===== src/rtl/setup_ddr_preload.sv =====
`default_nettype none
// +----------------------------------------------------------------------------+
// | Module  : setup_ddr_preload                                                |
// | Brief   : Copies NUM_BEATS beats from a word-wide source table into DDR    |
// |           over Avalon-MM once calibration completes. Defining              |
// |           SETUP_DDR_VERIFY_EN adds a read-back and compare pass.           |
// | Revision: 1.0 - initial release                                            |
// +----------------------------------------------------------------------------+
module setup_ddr_preload #(
    parameter int DATA_W    = 256,
    parameter int WORD_W    = 32,
    parameter int ADDR_W    = 25,
    parameter int NUM_BEATS = 4,
    parameter int DDR_BASE  = 0,
    parameter int SRC_AW    = 10
) (
    input  logic                clk,
    input  logic                reset,
    input  logic                cal_success,
    output logic [SRC_AW-1:0]   src_addr,
    input  logic [WORD_W-1:0]   src_data,
    output logic [ADDR_W-1:0]   amm_addr,
    output logic [DATA_W-1:0]   amm_writedata,
    output logic                amm_write,
    output logic                amm_read,
    output logic [DATA_W/8-1:0] amm_byteenable,
    output logic [6:0]          amm_burstcount,
    input  logic                amm_ready,
    input  logic [DATA_W-1:0]   amm_readdata,
    input  logic                amm_readdatavalid,
    output logic                setup_done,
    output logic                setup_error,
    output logic [SRC_AW-1:0]   beat_count
);

    localparam int                c_WPB       = DATA_W / WORD_W;
    localparam int                c_KW        = $clog2(c_WPB + 1);
    localparam logic [c_KW-1:0]   c_K_LAST    = c_KW'(c_WPB);
    localparam logic [c_KW-1:0]   c_K_STOP    = c_KW'(c_WPB - 1);
    localparam logic [SRC_AW-1:0] c_WPB_A     = SRC_AW'(c_WPB);
    localparam logic [SRC_AW-1:0] c_LAST_BEAT = SRC_AW'(NUM_BEATS - 1);
    localparam logic [ADDR_W-1:0] c_BASE      = ADDR_W'(DDR_BASE);

    localparam logic [2:0] c_IDLE        = 3'd0;
    localparam logic [2:0] c_FETCH       = 3'd1;
    localparam logic [2:0] c_WRITE       = 3'd2;
    localparam logic [2:0] c_DONE        = 3'd5;
`ifdef SETUP_DDR_VERIFY_EN
    localparam logic [2:0] c_VERIFY_RD   = 3'd3;
    localparam logic [2:0] c_VERIFY_WAIT = 3'd4;
`endif

    logic [2:0]        r_state;
    logic [c_KW-1:0]   r_k;
    logic [DATA_W-1:0] r_buf;
    logic [SRC_AW-1:0] r_src_addr;
    logic [ADDR_W-1:0] r_amm_addr;
    logic [DATA_W-1:0] r_amm_writedata;
    logic              r_amm_write;
    logic              r_setup_done;
    logic [SRC_AW-1:0] r_beat_count;
    logic [DATA_W-1:0] w_beat;
    logic              w_abort;
`ifdef SETUP_DDR_VERIFY_EN
    logic              r_amm_read;
    logic              r_setup_error;
    logic [SRC_AW-1:0] r_vbeat;
`endif

    // Words arrive lowest-first, so shifting in from the top leaves word k at slot k.
    generate
        if (c_WPB == 1) begin : g_single_word
            assign w_beat = src_data;
        end else begin : g_multi_word
            assign w_beat = {src_data, r_buf[DATA_W-1:WORD_W]};
        end
    endgenerate

    assign w_abort = !cal_success && (r_state != c_IDLE) && (r_state != c_DONE);

    always_ff @(posedge clk) begin
        if (reset) begin
            r_state         <= c_IDLE;
            r_k             <= '0;
            r_buf           <= '0;
            r_src_addr      <= '0;
            r_amm_addr      <= '0;
            r_amm_writedata <= '0;
            r_amm_write     <= 1'b0;
            r_setup_done    <= 1'b0;
            r_beat_count    <= '0;
`ifdef SETUP_DDR_VERIFY_EN
            r_amm_read      <= 1'b0;
            r_setup_error   <= 1'b0;
            r_vbeat         <= '0;
`endif
        end else if (w_abort) begin
            r_state      <= c_IDLE;
            r_beat_count <= '0;
            r_amm_write  <= 1'b0;
`ifdef SETUP_DDR_VERIFY_EN
            r_amm_read   <= 1'b0;
`endif
        end else begin
            case (r_state)
                c_IDLE: begin
                    if (cal_success) begin
                        r_state      <= c_FETCH;
                        r_k          <= '0;
                        r_src_addr   <= '0;
                        r_beat_count <= '0;
                    end
                end
                c_FETCH: begin
                    if (r_k != '0) r_buf <= w_beat;
                    if (r_k < c_K_STOP) r_src_addr <= r_src_addr + 1'b1;
                    if (r_k == c_K_LAST) begin
                        r_amm_writedata <= w_beat;
                        r_amm_addr      <= c_BASE + ADDR_W'(r_beat_count);
                        r_amm_write     <= 1'b1;
                        r_state         <= c_WRITE;
                    end else begin
                        r_k <= r_k + 1'b1;
                    end
                end
                c_WRITE: begin
                    if (amm_ready) begin
                        r_amm_write  <= 1'b0;
                        r_beat_count <= r_beat_count + 1'b1;
                        r_k          <= '0;
                        if (r_beat_count == c_LAST_BEAT) begin
`ifdef SETUP_DDR_VERIFY_EN
                            r_state    <= c_VERIFY_RD;
                            r_vbeat    <= '0;
                            r_src_addr <= '0;
`else
                            r_state      <= c_DONE;
                            r_setup_done <= 1'b1;
`endif
                        end else begin
                            r_state    <= c_FETCH;
                            r_src_addr <= (r_beat_count + 1'b1) * c_WPB_A;
                        end
                    end
                end
`ifdef SETUP_DDR_VERIFY_EN
                // Re-fetch the source beat first, then hold the read until accepted.
                c_VERIFY_RD: begin
                    if (!r_amm_read) begin
                        if (r_k != '0) r_buf <= w_beat;
                        if (r_k < c_K_STOP) r_src_addr <= r_src_addr + 1'b1;
                        if (r_k == c_K_LAST) begin
                            r_amm_addr <= c_BASE + ADDR_W'(r_vbeat);
                            r_amm_read <= 1'b1;
                        end else begin
                            r_k <= r_k + 1'b1;
                        end
                    end else if (amm_ready) begin
                        r_amm_read <= 1'b0;
                        r_state    <= c_VERIFY_WAIT;
                    end
                end
                c_VERIFY_WAIT: begin
                    if (amm_readdatavalid) begin
                        if (amm_readdata != r_buf) r_setup_error <= 1'b1;
                        r_k <= '0;
                        if (r_vbeat == c_LAST_BEAT) begin
                            r_state      <= c_DONE;
                            r_setup_done <= 1'b1;
                        end else begin
                            r_vbeat    <= r_vbeat + 1'b1;
                            r_src_addr <= (r_vbeat + 1'b1) * c_WPB_A;
                            r_state    <= c_VERIFY_RD;
                        end
                    end
                end
`endif
                c_DONE: begin
                    r_amm_write  <= 1'b0;
                    r_setup_done <= 1'b1;
                end
                default: r_state <= c_IDLE;
            endcase
        end
    end

    assign src_addr       = r_src_addr;
    assign amm_addr       = r_amm_addr;
    assign amm_writedata  = r_amm_writedata;
    assign amm_write      = r_amm_write;
    assign amm_byteenable = '1;
    assign amm_burstcount = 7'd1;
    assign setup_done     = r_setup_done;
    assign beat_count     = r_beat_count;
`ifdef SETUP_DDR_VERIFY_EN
    assign amm_read       = r_amm_read;
    assign setup_error    = r_setup_error;
`else
    logic w_unused_rd;
    assign w_unused_rd    = ^{amm_readdata, amm_readdatavalid};
    assign amm_read       = 1'b0;
    assign setup_error    = 1'b0;
`endif

endmodule
`default_nettype wire


===== config.mk =====
export PLATFORM = sky130hd
export DESIGN_NAME = setup_ddr_preload
export DESIGN_NICKNAME = d
export VERILOG_FILES = /design/src/rtl/setup_ddr_preload.sv
export SDC_FILE = /design/constraint.sdc
export NUM_CORES = 1
export LEC_CHECK = 0
export ABC_AREA = 1
export BUFFER_PORTS_ARGS = -buffer_cell sky130_fd_sc_hd__clkbuf_2
export CAP_MARGIN = 20
export CELL_PAD_IN_SITES_DETAIL_PLACEMENT = 1
export CELL_PAD_IN_SITES_GLOBAL_PLACEMENT = 1
export CORE_AREA = 2 2 247 249
export DETAILED_ROUTE_END_ITERATION = 10
export DIE_AREA = 0 0 249 251
export PLACE_DENSITY_LB_ADDON = 0.1
export SETUP_SLACK_MARGIN = 0.15
export SLEW_MARGIN = 40
export SYNTH_ARGS = -nofsm -noshare
export SYNTH_HDL_FRONTEND = slang
export SYNTH_SLANG_ARGS = --single-unit

===== constraint.sdc =====
create_clock -name clk -period 2.05 [get_ports clk]
set_clock_uncertainty 0.05 [all_clocks]
set_input_delay 0.205 -clock clk [delete_from_list [all_inputs] [get_ports clk]]
set_output_delay 0.205 -clock clk [all_outputs]
set_load 0.05 [all_outputs]

== Word-level counts from Yosys, hierarchy flattened ==
Cells that the tools add are included.

* Add/subtract/negate cells: 3
* Magnitude comparators: 1
* Equal/unequal tests: 13
* Mux-type cells: 22
* Bitwise operators: 2
* Reductions and logical operators: 19

{| class="wikitable"
|+ Operators with widths
! kind !! count
|-
| $mux 10 || 5
|-
| $pmux 10 s3 || 1
|-
| $add 10x1->10 const B || 2
|-
| $pmux 10 s2 || 1
|-
| $ne 2x2->1 const B || 7
|-
| $mux 3 || 4
|-
| $mux 4 || 3
|-
| $pmux 3 s4 || 1
|-
| $pmux 4 s3 || 1
|-
| $reduce_and 3->1 || 4
|-
| $eq 10x2->1 const B || 1
|-
| $reduce_bool 3->1 || 3
|-
| $reduce_and 4->1 || 2
|-
| $reduce_and 6->1 || 1
|-
| $reduce_and 5->1 || 1
|-
| $add 4x1->4 const B || 1
|-
| $eq 4x4->1 const B || 1
|-
| $lt 4x3->1 const B || 1
|-
| $mux 1 || 4
|-
| $reduce_bool 2->1 || 2
|-
| $reduce_bool 4->1 || 1
|-
| $eq 3x1->1 const B || 1
|-
| $eq 3x2->1 const B || 1
|-
| $eq 3x3->1 const B || 1
|-
| 8 further kinds || 10
|}

* Register bits after elaboration: 551
* Bits of input ports: 293
* Output and inout bits: 344
* Word-level logic and storage cells: 69

== Longest topological paths before layout ==
* Word-level depth: 5
* Depth in mapped cells: 10
* Gate-level depth less buffers: 9

== Worst setup path after synthesis ==
Ideal clock, no wire load.

* Path kind: register to register
* Start: register r_beat_count[0] (netlist: beat_count[0])
* End: register r_src_addr[9] (netlist: src_addr[9])
* Library setup time: 0.113 ns
* Arrival: 1.714 ns
* Setup slack: 0.173 ns
* Cell stages (with the launch flop): 9
* Period minus slack after synthesis: 1.877 ns
* Path through: dfxtp_1 ha_1 nand2_1 nor2_1 nand4_1 nand3_1 nand3_1 nor2_1 nor2_1

* Word-level cells in the longest chain between the ends: 4
* Elaborated cells between the ends (all ways): 7
* Classes of those cells: add/sub: 1; eq/ne: 2; mux: 3; reduce/logical: 1

{| class="wikitable"
|+ RTL lines
! element !! line !! RTL
|-
| start, declared || 61 || <nowiki>logic [SRC_AW-1:0] r_beat_count;</nowiki>
|-
| start signal, assigned || 129 || <nowiki>r_beat_count <= r_beat_count + 1'b1;</nowiki>
|-
| $add 10x1->10 || 142 || <nowiki>r_src_addr <= (r_beat_count + 1'b1) * c_WPB_A;</nowiki>
|-
| $mux 10 || 131 || <nowiki>if (r_beat_count == c_LAST_BEAT) begin</nowiki>
|-
| $mux 10 || 127 || <nowiki>if (amm_ready) begin</nowiki>
|-
| $pmux 10 s3 || 105 || <nowiki>case (r_state)</nowiki>
|-
| end signal, assigned || 116 || <nowiki>if (r_k < c_K_STOP) r_src_addr <= r_src_addr + 1'b1;</nowiki>
|-
| end signal, assigned || 142 ||
|-
| end, declared || 56 || <nowiki>logic [SRC_AW-1:0] r_src_addr;</nowiki>
|}

Parallel ways exist; a longest one is shown, timed or not. The select of a mux whose other input is x is not followed.
A chain may end at the register's enable or synchronous reset.

== Final worst setup path ==
* Start: register r_k[0]
* End: register r_amm_writedata[169] (netlist: amm_writedata[169])

* Word-level cells in the longest chain between the ends: 2

{| class="wikitable"
|+ RTL lines
! element !! line !! RTL
|-
| start, declared || 54 || <nowiki>logic [c_KW-1:0] r_k;</nowiki>
|-
| start signal, assigned || 123 || <nowiki>r_k <= r_k + 1'b1;</nowiki>
|-
| $eq 4x4->1 || 117 || <nowiki>if (r_k == c_K_LAST) begin</nowiki>
|-
| $reduce_and 3->1 (no source line) || -- ||
|-
| end signal, assigned || 118 || <nowiki>r_amm_writedata <= w_beat;</nowiki>
|-
| end, declared || 58 || <nowiki>logic [DATA_W-1:0] r_amm_writedata;</nowiki>
|}

No other way between the ends.

==> flow_summary.json <==
{
  "status": "finished, final reports clean",
  "cts_buffer_depth": 3,
  "drc": 0,
  "critPathTopFamily": "buffers and inverters",
  "viasPerCell": 4.68,
  "critPathLaunch": "r_k[0]",
  "end_kind": "flip-flop",
  "fp-row-count": 90,
  "wire_per_inst_microns": 18.0,
  "max_stage_delay_ns": 0.32,
  "fin_nets": 3059,
  "ys_seq_area_share_pct": 53.2,
  "avgSynthCellArea_sq_um": 8.02,
  "max_cap_violations": 0,
  "gr-total-overflow": 0,
  "r2r_start": "r_k[0]",
  "period_minus_slack_ns": 1.80,
  "worst-path-stages": 9,
  "ir_drop_v": 0.000602,
  "wirelength_microns": 64500,
  "final_max_slew_viol_count": 0,
  "core_sq_mm": 0.0598,
  "dr.pass1.iters": 4,
  "drt_iter0_markers": 741,
  "numClockSinks": 519,
  "hold_path.class": "input pin to flip-flop",
  "stdcell_count": 3588,
  "clock.fmax_mhz": 554,
  "crit_buf_inv": 3,
  "io_buffers": 323,
  "die_w_microns": 249,
  "setup_viol": 0,
  "reg2reg_depth": 9,
  "cts_buffers": 58,
  "hpwlAfterDp_microns": 43400,
  "clk_pin_slew_ns": 0.06,
  "synth_area_sq_mm": 0.0195,
  "finalHoldViolCount": 0,
  "critPathKind": "flip-flop to flip-flop",
  "synth_cells": 2434,
  "holdCritStartpoint": "src_data[13]",
  "yosysWarnings": 0,
  "synth.distinct_cells": 30,
  "grt_pass1_wl_microns": 97100,
  "dieArea_sq_mm": 0.0625,
  "critPathLaunchType": "flip-flop",
  "grt_max_degree": 99,
  "place_inst": 3434,
  "ant_nets": 0,
  "cp.arrival_ns": 2.23,
  "root_buffer": "clkbuf_16",
  "cts_tree": "done",
  "start_util_pct": 32.6,
  "gp_congestion": 0.782,
  "ios": 637,
  "antenna_found_initial": 3,
  "grt_use_total_pct": 19.6,
  "ys_ff_latch": 519,
  "htreeDepth": 2,
  "die_h_microns": 251,
  "required_ns": 2.47,
  "area_delta_synth_final_pct": 26.6,
  "crit_path_max_fanout": 19,
  "grt_pass1_vias": 16500,
  "drive_gt1_share_pct": 18.9,
  "clk_latency_ns": 0.61,
  "min_path_cells": 4,
  "p_leak_nw": 10.4,
  "finalCritPeriodShare_pct": 88.0,
  "fin_setup_tns_ns": 0,
  "critPathSlowestCell": "dfxtp_1",
  "rsz0062_at_grt": "yes",
  "path_cells": "inv_1, ha_2, nand2_1, nor2_4, nand3_4, buf_12, bufbuf_16, nor2_1, a211oi_2",
  "vias": 16800,
  "p_per_area_mw_per_mm2": 929
}
cell usage after synthesis:
cell / count / area [sq um]
nor2_1: 636 / 2390
dfxtp_1: 519 / 10400
inv_1: 331 / 1240
a211oi_1: 268 / 2010
o21ai_0: 213 / 1070
a21oi_1: 82 / 410
clkbuf_1: 82 / 308
nand2_1: 74 / 278
buf_4: 72 / 541
buf_2: 65 / 325
nand3_1: 27 / 135
o21ai_1: 27 / 135
nand4_1: 5 / 31.3
ha_1: 4 / 50.1
inv_2: 4 / 15.0
a31oi_1: 3 / 18.8
buf_6: 3 / 33.8
nand3_2: 3 / 30.0
nor3_1: 3 / 15.0
conb_1: 2 / 7.51
xor2_1: 2 / 17.5
buf_1: 1 / 3.75
clkinv_1: 1 / 3.75
nand2_2: 1 / 6.26
nand3_4: 1 / 17.5
nand3b_1: 1 / 7.51
nor2_2: 1 / 6.26
nor2_4: 1 / 11.3
nor3b_1: 1 / 7.51
or2_2: 1 / 6.26
worst reg2reg max path, stage by stage, from the launching register on:
cell and delay [ns]:
dfxtp_1 0.32, inv_1 0.08, ha_2 0.19, nand2_1 0.09, nor2_4 0.15, nand3_4 0.14
buf_12 0.19, bufbuf_16 0.30, nor2_1 0.14, a211oi_2 0.04
kinds of logic (layout without fill, tap and decap cells):
kind of cell | after synthesis | after routing | share of synthesized area, %
buffers and inverters | 559 | 875 | 12.7
xor gates and xnor gates | 2 | 2 | 0.0898
other | 2 | 58 | 0.0385
adders and majority gates | 4 | 4 | 0.256
AOI/OAI and AO/OA | 593 | 593 | 18.7
and+or+nand+nor | 755 | 755 | 15.1
DFF | 519 | 519 | 53.2
worst paths after layout:
| check | endpoint | slack, ns |
|---|---|---|
| max | amm_writedata[169] | 0.25 |
| max reg2reg | amm_writedata[169] | 0.25 |
| min reg2reg | amm_writedata[134] | 0.40 |
| min | amm_writedata[237] | 0.37 |
metrics by stage:
stage	power, mW	utilization [%]	hold slack [ns]	setup WS [ns]	area [sq um]
after detailed placement	12.8	36.8	0.395	0.0626	22000
after floorplan	12.2	-	0.322	0.173	19700
after global routing	23.9	41.3	0.384	0.122	24700
after global placement	12.7	36.8	0.393	0.106	22000
after CTS	23.2	40.6	0.328	0.0840	24300
final	23.0	41.3	0.367	0.246	24700
routing by layer:
metal  GRT usage, %  up-vias  share of wire [%]
li1               -     8410                  -
met2           28.3      361                 41
met3           7.08       83                8.0
met1           27.6     7941                 49
met5              0        -              0.017
met4           5.23        2                2.0
state kept, by name (all words and copies together), names as in the netlist:
register	count
amm_writedata	256
r_buf	224
amm_addr	10
beat_count	10
src_addr	10
r_k	4
r_state	3
amm_write	1
setup_done	1
cell type report:
class,instances,area [sq um]
Inverter,336,1280
Multi-Input combinational cell,1410,7000
Tap cell,782,978
Fill cell,7199,35100
Timing Repair Buffer,437,3190
Clock inverter,9,101
Clock buffer,93,1760
Sequential cell,519,10400
Antenna cell,2,5.00
cell usage in the layout, fill, tap and decap left out, types with 26 or more instances in the layout:
cell type / instances
inv_1: 331
nand2_1: 74
dlygate4sd3_1: 35
nand3_1: 26
conb_1: 56
buf_4: 35
clkbuf_16: 66
nor2_1: 630
a211oi_1: 250
dfxtp_1: 515
o21ai_1: 33
a21oi_1: 82
o21ai_0: 206
clkbuf_2: 322
repair_timing:
item                                   CTS  global route
endpoints found under the hold margin   84             0
setup buffers                            2             4
setup endpoints to repair              214           338
gates resized for setup                  3            52
pin swaps                                2             2
cloned                                   1             8
hold buffers                            35             0
power by group:
part	internal [mW]	leakage (nW)	switching, mW	total, mW
logic	0.542	5.32	1.55	2.09
registers	10.3	4.18	0.244	10.6
clock network	6.08	0.916	4.22	10.3
Power figures use the tool's default switching activity.
